$ cat src/rtl/async_receiver_scard_pkg.sv
// Shared definitions for the smartcard receive path: default clock, FSM encoding,
// majority-sample tick indices and small helpers.
package async_receiver_scard_pkg;

    localparam int UART_CLK = 40_000_000;

    typedef enum logic [3:0] {
        ST_IDLE   = 4'd0,
        ST_START  = 4'd1,
        ST_D0     = 4'd2,
        ST_D1     = 4'd3,
        ST_D2     = 4'd4,
        ST_D3     = 4'd5,
        ST_D4     = 4'd6,
        ST_D5     = 4'd7,
        ST_D6     = 4'd8,
        ST_D7     = 4'd9,
        ST_PAR    = 4'd10,
        ST_GUARD  = 4'd11,
        ST_WAITHI = 4'd12,
        ST_ERRSIG = 4'd13
    } rx_state_e;

    localparam logic [3:0] TICK_S0 = 4'd7;
    localparam logic [3:0] TICK_S1 = 4'd8;
    localparam logic [3:0] TICK_S2 = 4'd9;

    function automatic logic maj3(input logic a, input logic b, input logic c);
        return (a & b) | (a & c) | (b & c);
    endfunction

    // round(baud * 16 * 2^w / clk_hz), computed in 64 bits
    function automatic int baud_inc(input longint clk_hz, input longint baud, input int w);
        return int'(((baud << (w + 4)) + clk_hz / 2) / clk_hz);
    endfunction

endpackage

$ cat src/rtl/async_receiver_scard_tick.sv
// 16x-baud oversample tick from a phase accumulator carry; held at zero while disabled.
module scard_oversample_tick #(
    parameter int W   = 16,
    parameter int Inc = 252
) (
    input  logic clk,
    input  logic rst,
    input  logic enable,
    input  logic clear,
    output logic tick
);

    localparam logic [W:0] INC_V = (W + 1)'(Inc);

    logic [W:0] acc_q, acc_d;

    always_comb begin
        acc_d = '0;
        if (!clear && enable)
            acc_d = {1'b0, acc_q[W-1:0]} + INC_V;
    end

    always_ff @(posedge clk or negedge rst) begin
        if (!rst) acc_q <= '0;
        else      acc_q <= acc_d;
    end

    assign tick = acc_q[W] & enable;

endmodule

$ cat src/rtl/async_receiver_scard.sv
// ISO 7816-3 character receiver: 16x oversampling, 2-of-3 majority per bit, even parity
// and guard checks. Optional ISO error signalling is built when SCARD_RX_ERRSIG_EN is defined.
module async_receiver_scard
    import async_receiver_scard_pkg::*;
#(
    parameter int ClkFrequency          = UART_CLK,
    parameter int Baud                  = 9600,
    parameter int BaudGeneratorAccWidth = 16
) (
    input  logic       clk,
    input  logic       rst,
    input  logic       RxD,
    output logic [7:0] RxD_data,
    output logic       RxD_data_ready,
    output logic       RxD_parity_error,
    output logic       RxD_frame_error,
    output logic       RxD_idle,
    output logic       RxD_errsig
);

    localparam int INC = baud_inc(longint'(ClkFrequency), longint'(Baud), BaudGeneratorAccWidth);

    logic       rx_meta_q, rx_sync_q, rx_last_q;
    rx_state_e  state_q, state_d;
    logic [3:0] cnt_q, cnt_d;
    logic       s7_q, s7_d, s8_q, s8_d;
    logic [7:0] shift_q, shift_d;
    logic       parity_err_q, parity_err_d;
    logic [7:0] data_q, data_d;
    logic       ready_q, ready_d;
    logic       perr_q, perr_d;
    logic       ferr_q, ferr_d;
    logic       idle_q, idle_d;
    logic       tick, clear, enable;
    logic [3:0] idx;
    logic       bit_dec, sample;
`ifdef SCARD_RX_ERRSIG_EN
    logic       errsig_q, errsig_d;
    logic [3:0] errcnt_q, errcnt_d;
`endif

    assign enable = (state_q != ST_IDLE);

    scard_oversample_tick #(
        .W   (BaudGeneratorAccWidth),
        .Inc (INC)
    ) u_tick (
        .clk    (clk),
        .rst    (rst),
        .enable (enable),
        .clear  (clear),
        .tick   (tick)
    );

    // The bit value is committed on the last of the three samples (tick 9), centred on tick 8.
    assign idx     = cnt_q + 4'd1;
    assign bit_dec = tick && (idx == TICK_S2);
    assign sample  = maj3(s7_q, s8_q, rx_sync_q);

    always_comb begin
        state_d      = state_q;
        cnt_d        = cnt_q;
        s7_d         = s7_q;
        s8_d         = s8_q;
        shift_d      = shift_q;
        parity_err_d = parity_err_q;
        data_d       = data_q;
        ready_d      = 1'b0;
        perr_d       = perr_q;
        ferr_d       = ferr_q;
        clear        = 1'b0;
`ifdef SCARD_RX_ERRSIG_EN
        errsig_d     = 1'b0;
        errcnt_d     = errcnt_q;
`endif
        if (tick) begin
            cnt_d = idx;
            if (idx == TICK_S0) s7_d = rx_sync_q;
            if (idx == TICK_S1) s8_d = rx_sync_q;
        end
        case (state_q)
            ST_IDLE: begin
                if (rx_last_q && !rx_sync_q) begin
                    state_d = ST_START;
                    clear   = 1'b1;
                    cnt_d   = 4'd0;
                end
            end
            ST_START: begin
                if (bit_dec) state_d = sample ? ST_IDLE : ST_D0;
            end
            ST_D0, ST_D1, ST_D2, ST_D3, ST_D4, ST_D5, ST_D6, ST_D7: begin
                if (bit_dec) begin
                    shift_d = {sample, shift_q[7:1]};
                    state_d = rx_state_e'(state_q + 4'd1);
                end
            end
            ST_PAR: begin
                if (bit_dec) begin
                    parity_err_d = sample ^ (^shift_q);
                    state_d      = ST_GUARD;
                end
            end
            ST_GUARD: begin
                if (bit_dec) begin
                    data_d  = shift_q;
                    perr_d  = parity_err_q;
                    ferr_d  = ~sample;
                    ready_d = 1'b1;
                    state_d = ST_WAITHI;
`ifdef SCARD_RX_ERRSIG_EN
                    if (parity_err_q) begin
                        state_d  = ST_ERRSIG;
                        errcnt_d = 4'd0;
                    end
`endif
                end
            end
            ST_WAITHI: begin
                if (rx_sync_q) state_d = ST_IDLE;
            end
`ifdef SCARD_RX_ERRSIG_EN
            ST_ERRSIG: begin
                errsig_d = 1'b1;
                if (tick) begin
                    errcnt_d = errcnt_q + 4'd1;
                    if (errcnt_q == 4'd15) begin
                        errsig_d = 1'b0;
                        state_d  = ST_WAITHI;
                    end
                end
            end
`endif
            default: state_d = ST_IDLE;
        endcase
        idle_d = (state_d == ST_IDLE);
    end

    always_ff @(posedge clk or negedge rst) begin
        if (!rst) begin
            rx_meta_q    <= 1'b1;
            rx_sync_q    <= 1'b1;
            rx_last_q    <= 1'b1;
            state_q      <= ST_IDLE;
            cnt_q        <= 4'd0;
            s7_q         <= 1'b1;
            s8_q         <= 1'b1;
            shift_q      <= 8'h00;
            parity_err_q <= 1'b0;
            data_q       <= 8'h00;
            ready_q      <= 1'b0;
            perr_q       <= 1'b0;
            ferr_q       <= 1'b0;
            idle_q       <= 1'b1;
        end else begin
            rx_meta_q    <= RxD;
            rx_sync_q    <= rx_meta_q;
            rx_last_q    <= rx_sync_q;
            state_q      <= state_d;
            cnt_q        <= cnt_d;
            s7_q         <= s7_d;
            s8_q         <= s8_d;
            shift_q      <= shift_d;
            parity_err_q <= parity_err_d;
            data_q       <= data_d;
            ready_q      <= ready_d;
            perr_q       <= perr_d;
            ferr_q       <= ferr_d;
            idle_q       <= idle_d;
        end
    end

`ifdef SCARD_RX_ERRSIG_EN
    always_ff @(posedge clk or negedge rst) begin
        if (!rst) begin
            errsig_q <= 1'b0;
            errcnt_q <= 4'd0;
        end else begin
            errsig_q <= errsig_d;
            errcnt_q <= errcnt_d;
        end
    end
    assign RxD_errsig = errsig_q;
`else
    assign RxD_errsig = 1'b0;
`endif

    assign RxD_data         = data_q;
    assign RxD_data_ready   = ready_q;
    assign RxD_parity_error = perr_q;
    assign RxD_frame_error  = ferr_q;
    assign RxD_idle         = idle_q;

endmodule

$ cat config.mk
export PLATFORM = sky130hd
export DESIGN_NAME = async_receiver_scard
export DESIGN_NICKNAME = d
export VERILOG_FILES = /design/src/rtl/async_receiver_scard_pkg.sv /design/src/rtl/async_receiver_scard_tick.sv /design/src/rtl/async_receiver_scard.sv
export SDC_FILE = /design/constraint.sdc
export NUM_CORES = 1
export LEC_CHECK = 0
export BUFFER_PORTS_ARGS = -buffer_cell sky130_fd_sc_hd__buf_2
export CAP_MARGIN = 25
export CORE_MARGIN = 5
export CORE_UTILIZATION = 30
export CTS_CLUSTER_DIAMETER = 200
export CTS_CLUSTER_SIZE = 28
export DETAILED_ROUTE_END_ITERATION = 16
export SYNTH_ARGS = -nofsm -noshare
export SYNTH_HDL_FRONTEND = slang
export SYNTH_HIERARCHICAL = 1
export SYNTH_SLANG_ARGS = --single-unit
$ cat constraint.sdc
create_clock -name clk -period 3.82 [get_ports clk]
set_clock_uncertainty 0.15 [all_clocks]
set_input_delay 0.764 -clock clk [delete_from_list [all_inputs] [get_ports clk]]
set_output_delay 0.764 -clock clk [all_outputs]
set_load 0.01 [all_outputs]
==> impl_metrics.tcl <==
set metrics [dict create \
    min_path_cells 0 \
    cts_sinks 49 \
    grt_max_degree 37 \
    hold_buffers 0 \
    yosysSeqAreaShare 0.470 \
    cts_tree "built" \
    ff2ff_path_depth 11 \
    postRouteAntennaNets 0 \
    synthDistinctLibCells 57 \
    r2r_setup_slack_ps 280 \
    routed_wl_microns 4470 \
    grt_pass1_wl_microns 8350 \
    drc 0 \
    cts_buffers 5 \
    crit_path_max_fanout 8 \
    drt-wirelength-per-cell_microns 12.6 \
    start_util 0.304 \
    finalHoldViolations 0 \
    core-area_sq_um 8640 \
    synth-seq-cells 49 \
    worst_slack_ps 277 \
    grt_pass1_vias 1680 \
    num_vias 1683 \
    grt.overflow.total 0 \
    clk_path_buf_depth 2 \
    drtIter0Drc 52 \
    cts.clk_slew.worst_paths_ps 90 \
    max-cap-violations 0 \
    ctsResizeCount 0 \
    ys.flop_type "dfrtp_1" \
    avgSynthCellArea_sq_um 11.3 \
    r2r-start "state_q[0]" \
    slew_headroom 0.484 \
    min_path_type "register to register" \
    fin_setup_tns_ps 0 \
    cpMostUsedCell "ha_1" \
    routed_via_density 4.73 \
    dp_slack_ps 316 \
    r2r-end "RxD_idle" \
    pin_count 16 \
    critPathSlowestCell "or3b_2" \
    cp.arrival_ps 3600 \
    cts-root-buf "clkbuf_8" \
    p_per_area_nw_per_um2 476 \
    dpl.hpwl_microns 3260 \
    slew_viol_final 0 \
    worst_path_largest_cell_delay_ps 510 \
    tightest_slew_ps 773 \
    gp_congestion 0.793 \
    ys_async_sr_fraction 1.00 \
    htree_num_levels 2 \
    status "completed" \
    irDropWorstVdd_mv 0.217 \
    track_usage 0.0908 \
    die_area_sq_um 10700 \
    fin_worst_hold_slack_ps 209 \
    diodes 0 \
    post-route-min-period_ps 3540 \
    worst-setup-path-type "register to register" \
    worstHoldStart "rx_meta_q" \
    critPathLaunchType "register" \
    io_buffers 14 \
    rows 34 \
    postCtsSetupRepairBufs 0 \
    die_w_microns 104 \
    max_freq_mhz 282 \
    syn2layout_area_growth_pct 10.9 \
    synth_nets 246 \
    synth_area_sq_um 2630 \
    firstDrtPassIters 4 \
    drive_gt1_frac 0.222 \
    path_cells "inv_1 > ha_1 > or3b_2 > and2_1 > and4_1 > o21a_2 > nor2_2 > ha_1 > a2111oi_2 > o211ai_1 > nor4_2" \
    layout.nets 261 \
    cp.required_ps 3870 \
    holdPathEnd "rx_sync_q" \
    setup_viol 0 \
    yosys_warnings 6 \
    netlist_instances 232 \
    power.leakage_nw 1.36 \
    clk_latency_ps 300 \
    synth_edf_count 0 \
    antenna_found_initial 0 \
    crit_path_end_kind "register" \
    finalCritPeriodShare 0.927 \
    die_h_microns 104 \
    rsz0062_at_grt "false" \
]
-- worst max-delay path by stage --
stage,from,end,slack [ps],cells past startpoint
floorplan,state_q[0],RxD_idle,650,12
detailed placement,state_q[0],RxD_idle,320,11
global placement,state_q[0],RxD_idle,450,11
global route,state_q[0],RxD_idle,40,11
CTS,state_q[0],RxD_idle,270,11
finish,state_q[0],RxD_idle,280,11
-- worst max-delay path, delay by kind of cell (launching register included) --
| family | cells | cell delay [ps] |
|---|---|---|
| simple gates | 5 | 1450 |
| compound gates | 3 | 730 |
| flops | 1 | 460 |
| fa+ha+maj | 2 | 530 |
| buf+inv | 1 | 140 |
-- synth_stat cells, types with 5 or more instances --
library cell | instances | share of area
dfrtp_1 | 43 | 0.41
nor2_1 | 26 | 0.037
xnor2_1 | 18 | 0.060
inv_1 | 13 | 0.019
ha_1 | 11 | 0.052
nand2_1 | 11 | 0.016
mux2_1 | 10 | 0.043
mux2_2 | 9 | 0.039
a21oi_1 | 7 | 0.013
dfstp_2 | 6 | 0.060
o21ai_0 | 5 | 0.0095
-- cell families (layout without fill, tap and decap cells) --
| kind of cell | Yosys count | count (layout) | share of synthesized area |
|---|---|---|---|
| other | 1 | 1 | 0.00143 |
| XOR/XNOR | 22 | 22 | 0.0734 |
| adder cells (fa/ha/maj) | 12 | 12 | 0.0562 |
| flip-flops | 49 | 49 | 0.470 |
| AND/OR/NAND/NOR | 72 | 72 | 0.159 |
| multiplexers | 21 | 21 | 0.0891 |
| AO/OA/AOI/OAI | 34 | 34 | 0.106 |
| buffers and inverters | 21 | 37 | 0.0448 |
-- state kept, by name (all words and copies together), names as in the netlist --
signal / cells
cnt_q: 4
rx_meta_q: 1
rx_sync_q: 1
state_q: 4
parity_err_q: 1
RxD_idle: 1
s8_q: 1
RxD_frame_error: 1
RxD_data: 8
shift_q: 8
RxD_parity_error: 1
u_tick/acc_q: 15
s7_q: 1
RxD_data_ready: 1
rx_last_q: 1
-- metrics by stage --
| step | instance area [sq um] | power (W) | util | cells |
|---|---|---|---|---|
| 2_1_floorplan | 2630 | 0.000888 | - | 232 |
| 3_3_place_gp | 2780 | 0.000959 | 0.322 | 348 |
| 3_5_place_dp | 2780 | 0.000972 | 0.322 | 348 |
| 4_1_cts | 2910 | 0.00141 | 0.337 | 356 |
| 5_1_grt | 2910 | 0.00148 | 0.337 | 356 |
| 6_report | 2910 | 0.00138 | 0.337 | 356 |
-- routing by layer --
metal  routed length [microns]  vias to the layer above  part of all wire  global-route usage
li1                          -                      828                 -                   -
met1                      2180                      831              0.49               0.120
met2                      2100                       19              0.47               0.147
met3                       138                        5             0.031              0.0236
met4                        48                        0             0.011              0.0234
met5                         0                        -                 0                   0
-- final cells by class --
cell class | instances | area [sq um]
inverters | 13 | 48.8
repair buffers | 16 | 85.1
multi-input cells | 162 | 1270
clock buffers | 5 | 68.8
well taps | 108 | 135
fillers | 878 | 5730
flip-flops and latches | 49 | 1230
clock inverters | 3 | 65.1
-- power by group --
group	switching (W)	internal, W	leakage [nW]	total, W
Clock	0.000167	0.000260	0.0681	0.000427
Combinational	0.000193	0.000143	0.636	0.000336
Sequential	0.0000525	0.000569	0.654	0.000622
-- placed cells by master (no fill, tap or decap), types with 3 or more instances in the layout --
cell type / count
dfstp_2: 6
xnor2_1: 18
nand2b_1: 3
buf_2: 14
o21ai_0: 5
a21oi_1: 7
ha_1: 11
dfrtp_1: 43
nor3_1: 3
mux2_2: 9
inv_1: 13
clkbuf_8: 5
nand3b_1: 3
nand2_1: 11
nor2_1: 26
mux2_1: 10
xor2_1: 4
nand3_1: 4
(Power assumes the default switching activity.)
